==> src/rtl/bo_pkg.sv <==
// Shared encodings for the bloco_operativo datapath: operand selects, ALU ops, default width.
package bo_pkg;

  localparam int unsigned WIDTH_DEF = 8;

  // Operand select codes; code 11 means constant 1 on port A and DATA_IN on port B.
  localparam logic [1:0] SEL_X   = 2'b00;
  localparam logic [1:0] SEL_H   = 2'b01;
  localparam logic [1:0] SEL_S   = 2'b10;
  localparam logic [1:0] SEL_ONE = 2'b11;
  localparam logic [1:0] SEL_IN  = 2'b11;

  typedef enum logic [1:0] {
    OP_ADD  = 2'b00,
    OP_SUB  = 2'b01,
    OP_PASS = 2'b10,
    OP_ZERO = 2'b11
  } alu_op_e;

endpackage

==> src/rtl/bo_alu.sv <==
// Shared combinational ALU: operand muxes plus add/sub/pass/zero with carry/borrow flag.
module bo_alu
  import bo_pkg::*;
#(
  parameter int unsigned WIDTH = WIDTH_DEF
) (
  input  logic [WIDTH-1:0] x,
  input  logic [WIDTH-1:0] h,
  input  logic [WIDTH-1:0] s,
  input  logic [WIDTH-1:0] data_in,
  input  logic [1:0]       m0,
  input  logic [1:0]       m1,
  input  logic [1:0]       m2,
  output logic [WIDTH-1:0] result,
  output logic             c
);

  logic [WIDTH-1:0] op_a;
  logic [WIDTH-1:0] op_b;
  logic [WIDTH:0]   ext;

  always_comb begin
    op_a = '0;
    unique case (m0)
      SEL_X:   op_a = x;
      SEL_H:   op_a = h;
      SEL_S:   op_a = s;
      SEL_ONE: op_a = {{(WIDTH-1){1'b0}}, 1'b1};
      default: op_a = '0;
    endcase
  end

  always_comb begin
    op_b = '0;
    unique case (m1)
      SEL_X:   op_b = x;
      SEL_H:   op_b = h;
      SEL_S:   op_b = s;
      SEL_IN:  op_b = data_in;
      default: op_b = '0;
    endcase
  end

  // The extra top bit is the carry on add and the borrow (A < B) on subtract.
  always_comb begin
    ext = '0;
    unique case (alu_op_e'(m2))
      OP_ADD:  ext = {1'b0, op_a} + {1'b0, op_b};
      OP_SUB:  ext = {1'b0, op_a} - {1'b0, op_b};
      OP_PASS: ext = {1'b0, op_a};
      OP_ZERO: ext = '0;
      default: ext = '0;
    endcase
  end

  assign result = ext[WIDTH-1:0];
  assign c      = ext[WIDTH];

endmodule

==> src/rtl/bloco_operativo.sv <==
// Operative block: X/H/S registers around a shared ALU, with ZERO, DONE and sticky OVF.
module bloco_operativo
  import bo_pkg::*;
#(
  parameter int unsigned WIDTH = WIDTH_DEF
) (
  input  logic             clk,
  input  logic             rst,
  input  logic [WIDTH-1:0] DATA_IN,
  input  logic             LX,
  input  logic             LH,
  input  logic             LS,
  input  logic             H,
  input  logic [1:0]       M0,
  input  logic [1:0]       M1,
  input  logic [1:0]       M2,
  output logic             ZERO,
  output logic [WIDTH-1:0] RESULT,
  output logic             DONE,
  output logic             OVF
);

  logic [WIDTH-1:0] x_q, x_d;
  logic [WIDTH-1:0] h_q, h_d;
  logic [WIDTH-1:0] s_q, s_d;
  logic             done_q;
  logic             ovf_q, ovf_d;
  logic [WIDTH-1:0] alu_res;
  logic             alu_c;
  logic             ovf_set;

  bo_alu #(
    .WIDTH(WIDTH)
  ) u_alu (
    .x      (x_q),
    .h      (h_q),
    .s      (s_q),
    .data_in(DATA_IN),
    .m0     (M0),
    .m1     (M1),
    .m2     (M2),
    .result (alu_res),
    .c      (alu_c)
  );

  // Flag only counts when the ALU result is actually captured somewhere.
  assign ovf_set = alu_c & (LS | (LH & H));

  always_comb begin
    x_d   = x_q;
    h_d   = h_q;
    s_d   = s_q;
    ovf_d = ovf_q;
    if (LX) x_d = DATA_IN;
    if (LH) h_d = H ? alu_res : DATA_IN;
    if (LS) s_d = alu_res;
    if (ovf_set) begin
      ovf_d = 1'b1;
    end else if (LX) begin
      ovf_d = 1'b0;
    end
  end

  always_ff @(posedge clk or negedge rst) begin
    if (!rst) begin
      x_q    <= '0;
      h_q    <= '0;
      s_q    <= '0;
      done_q <= 1'b0;
      ovf_q  <= 1'b0;
    end else begin
      x_q    <= x_d;
      h_q    <= h_d;
      s_q    <= s_d;
      done_q <= LS;
      ovf_q  <= ovf_d;
    end
  end

  // Decoded from the register, not the ALU, so no combinational path back to the FSM.
  assign ZERO   = (h_q == '0);
  assign RESULT = s_q;
  assign DONE   = done_q;
  assign OVF    = ovf_q;

endmodule

==> config.mk <==
export PLATFORM = sky130hd
export DESIGN_NAME = bloco_operativo
export DESIGN_NICKNAME = d
export VERILOG_FILES = /design/src/rtl/bo_pkg.sv /design/src/rtl/bo_alu.sv /design/src/rtl/bloco_operativo.sv
export SDC_FILE = /design/constraint.sdc
export NUM_CORES = 1
export LEC_CHECK = 0
export BUFFER_PORTS_ARGS = -buffer_cell sky130_fd_sc_hd__buf_2
export CORE_MARGIN = 8
export CORE_UTILIZATION = 40
export DETAILED_ROUTE_END_ITERATION = 6
export PLACE_DENSITY = 0.71
export SYNTH_ARGS = -nofsm -noshare
export SYNTH_HDL_FRONTEND = slang
export SYNTH_SLANG_ARGS = --single-unit
==> constraint.sdc <==
create_clock -name clk -period 4.3 [get_ports clk]
set_clock_uncertainty 0.1 [all_clocks]
set_input_delay 0.86 -clock clk [delete_from_list [all_inputs] [get_ports clk]]
set_output_delay 0.86 -clock clk [all_outputs]
set_load 0.01 [all_outputs]
==> results.json <==
{
  "cp-start-kind": "primary input",
  "grt_remaining_overflow": 0,
  "yosys_warnings": 0,
  "rows": 25,
  "ys_seq_area_share_pct": 32.50,
  "p_comb_share_pct": 54.0,
  "fill_cells": 452,
  "final_cell_mix": "buf_2, dfrtp_1, a21oi_1",
  "grt_pass1_wl_um": 8625,
  "via_per_inst": 5.529,
  "synth_cell_types": 40,
  "p_sw_uw": 475.1,
  "postCtsSetupBuffers": 0,
  "cts_made_buffers": 3,
  "first_pass_iters": 4,
  "grt_max_degree": 27,
  "ant_nets": 0,
  "regArea_um2": 650.6,
  "drtIter0Drc": 102,
  "intPower_uw": 670.8,
  "worstPathArrival_ns": 3.77,
  "finalSetupViolations": 0,
  "report.final.slew_viol_count": 0,
  "cts_root_buf": "clkbuf_8",
  "tritoncts": "built",
  "antenna_found_initial": 0,
  "post_drt_wl_per_cell_um": 16.60,
  "place_area_um2": 2187,
  "slew_headroom_pct": 56.33,
  "htree_levels": 1,
  "drive_gt1_share_pct": 22.61,
  "whs_ns": 0.4383,
  "fmax_ghz": 0.2685,
  "die_x_um": 86.75,
  "post-route-period-util_pct": 86.63,
  "power_leakage_nw": 1.003,
  "ioPinCount": 31,
  "place.gp.congestion": 0.8419,
  "cts_resized": 0,
  "worst_ir_drop_vdd_mv": 0.2954,
  "ys_ff_latch": 26,
  "avgSynthCellArea_um2": 9.671,
  "synth_cells": 207,
  "worstSkewPairLatency_ns": 0.27,
  "vias": 1642,
  "clock_path_buffers": 2,
  "cts_hold_buf": 0,
  "core_um2": 4786,
  "power.density_nw_per_um2": 511.1,
  "worst_pin_slew_ns": 0.6537,
  "routed_wl_um": 4930,
  "crit_required_ns": 4.34,
  "path_class": "in -> reg",
  "cts.sinks": 26,
  "area_growth_pct": 12.00,
  "hold_class": "reg -> reg",
  "layout_commonest_cell": "buf_2",
  "swShare_pct": 41.46,
  "finalHoldViolCount": 0,
  "max_cap_viol_count": 0,
  "crit_path_end_kind": "flop",
  "start_util_pct": 41.83,
  "antennaDiodeCount": 0,
  "grt_pass1_vias": 1737,
  "p_clk_share_pct": 14.0,
  "status": "completed",
  "die_y_um": 86.75,
  "synthesis.nets": 237,
  "p_seq_share_pct": 32.0,
  "syn_area_um2": 2002,
  "finalCoreUtilization_pct": 46.85,
  "multiInputGateArea_um2": 1246,
  "port_buffers": 30,
  "rsz0062_at_grt": "false",
  "final_area_um2": 2242,
  "dieArea_um2": 7525,
  "hpwlAfterDp_um": 3927,
  "power.total_mw": 1.146,
  "drcViolationCount": 0,
  "layout.nets": 261,
  "path_clk_slew_ns": 0.09,
  "tns_ns": 0,
  "worstPathMaxFanout": 6,
  "grt_usage_pct": 14.21,
  "final.min_clock_period_ns": 3.725
}
[per-stage QoR]
stage	worst slack, ns	cells
2_1_floorplan	0.5636	207
6_report	0.5751	297
5_1_grt	0.3493	297
4_1_cts	0.5894	297
3_3_place_gp	0.4006	293
3_5_place_dp	0.2916	293
[routing by layer]
metal | up-vias | part of all wire [%] | track usage (%)
met3 | 4 | 3.5 | 2.268
li1 | 804 | - | -
met1 | 783 | 49 | 19.17
met2 | 51 | 47 | 22.78
met4 | 0 | 0.77 | 3.756
met5 | - | 0 | 0
[power groups by stage]
stage | sequential (mW) | combinational, mW | clock [mW]
floorplan | 0.368 | 0.455 | 0
global placement | 0.364 | 0.610 | 0
detailed placement | 0.370 | 0.614 | 0
CTS | 0.366 | 0.618 | 0.163
global route | 0.378 | 0.698 | 0.171
finish | 0.367 | 0.619 | 0.160
[synthesized netlist by cell type, drive strengths merged]
| library cell | instances | area, um2 |
|---|---|---|
| a2111oi | 1 | 8.760 |
| a21boi | 1 | 7.510 |
| a21o | 5 | 37.54 |
| a21oi | 24 | 120.1 |
| a221oi | 1 | 8.760 |
| a2bb2oi | 1 | 8.760 |
| a31oi | 5 | 31.28 |
| and3 | 1 | 6.260 |
| and4 | 1 | 8.760 |
| buf | 5 | 28.78 |
| clkbuf | 7 | 27.52 |
| dfrtp | 26 | 650.6 |
| fa | 1 | 20.02 |
| ha | 9 | 112.6 |
| inv | 13 | 48.80 |
| mux2 | 12 | 135.1 |
| mux2i | 8 | 80.08 |
| mux4 | 8 | 198.9 |
| nand2 | 8 | 30.03 |
| nand2b | 1 | 6.260 |
| nand3 | 3 | 15.01 |
| nor2 | 23 | 86.33 |
| nor2b | 7 | 43.79 |
| nor3 | 4 | 31.28 |
| nor3b | 1 | 7.510 |
| o21ai | 7 | 35.03 |
| o221ai | 3 | 26.28 |
| o22a | 1 | 8.760 |
| o22ai | 4 | 25.02 |
| o2bb2ai | 1 | 8.760 |
| o311a | 1 | 10.01 |
| o32ai | 1 | 16.27 |
| or4 | 2 | 15.01 |
| xnor2 | 8 | 70.07 |
| xor2 | 3 | 26.28 |
[final timing paths]
path / start / end / slack [ns] / depth (start not counted)
min in group asynchronous: rst / x_q[5] / 0.48 / 1
worst min register to register: OVF / OVF / 0.44 / 2
max in group asynchronous: rst / RESULT[4] / 3.24 / 1
worst min-delay path: OVF / OVF / 0.44 / 2
worst max register to register: h_q[0] / h_q[6] / 0.96 / 12
worst max-delay path: M1[0] / h_q[6] / 0.58 / 13
[area by class of cell]
cell class | count | share of cell area, %
timing repair buffer | 31 | 7.031
sequential | 26 | 29.02
clock buffer | 4 | 2.455
inverter | 13 | 2.176
tap | 67 | 3.739
multi-input combinational | 156 | 55.58
[registers in the layout (all words and copies together), names as in the netlist]
| signal | cells |
|---|---|
| DONE | 1 |
| OVF | 1 |
| RESULT | 8 |
| h_q | 8 |
| x_q | 8 |
[logic make-up (layout without fill, tap and decap cells)]
| kind of cell | count (synthesis) | after routing | share of synthesized area, % |
|---|---|---|---|
| flops | 26 | 26 | 32.50 |
| buf+inv | 25 | 48 | 5.250 |
| simple gates | 51 | 51 | 12.50 |
| fa+ha+maj | 10 | 10 | 6.625 |
| compound gates | 56 | 56 | 17.63 |
| mux | 28 | 28 | 20.69 |
| xor+xnor | 11 | 11 | 4.813 |
[critical path: stages]
cell and delay, ns:
buf_2 0.17, mux4_1 0.64, inv_1 0.09, ha_1 0.21, a21oi_1 0.10, xnor2_1 0.15, ha_1 0.34, a21o_1 0.22
a221oi_1 0.41, xor2_1 0.18, nor2_1 0.05, a21oi_1 0.18, o221ai_1 0.16
Power figures use the tool's default switching activity.
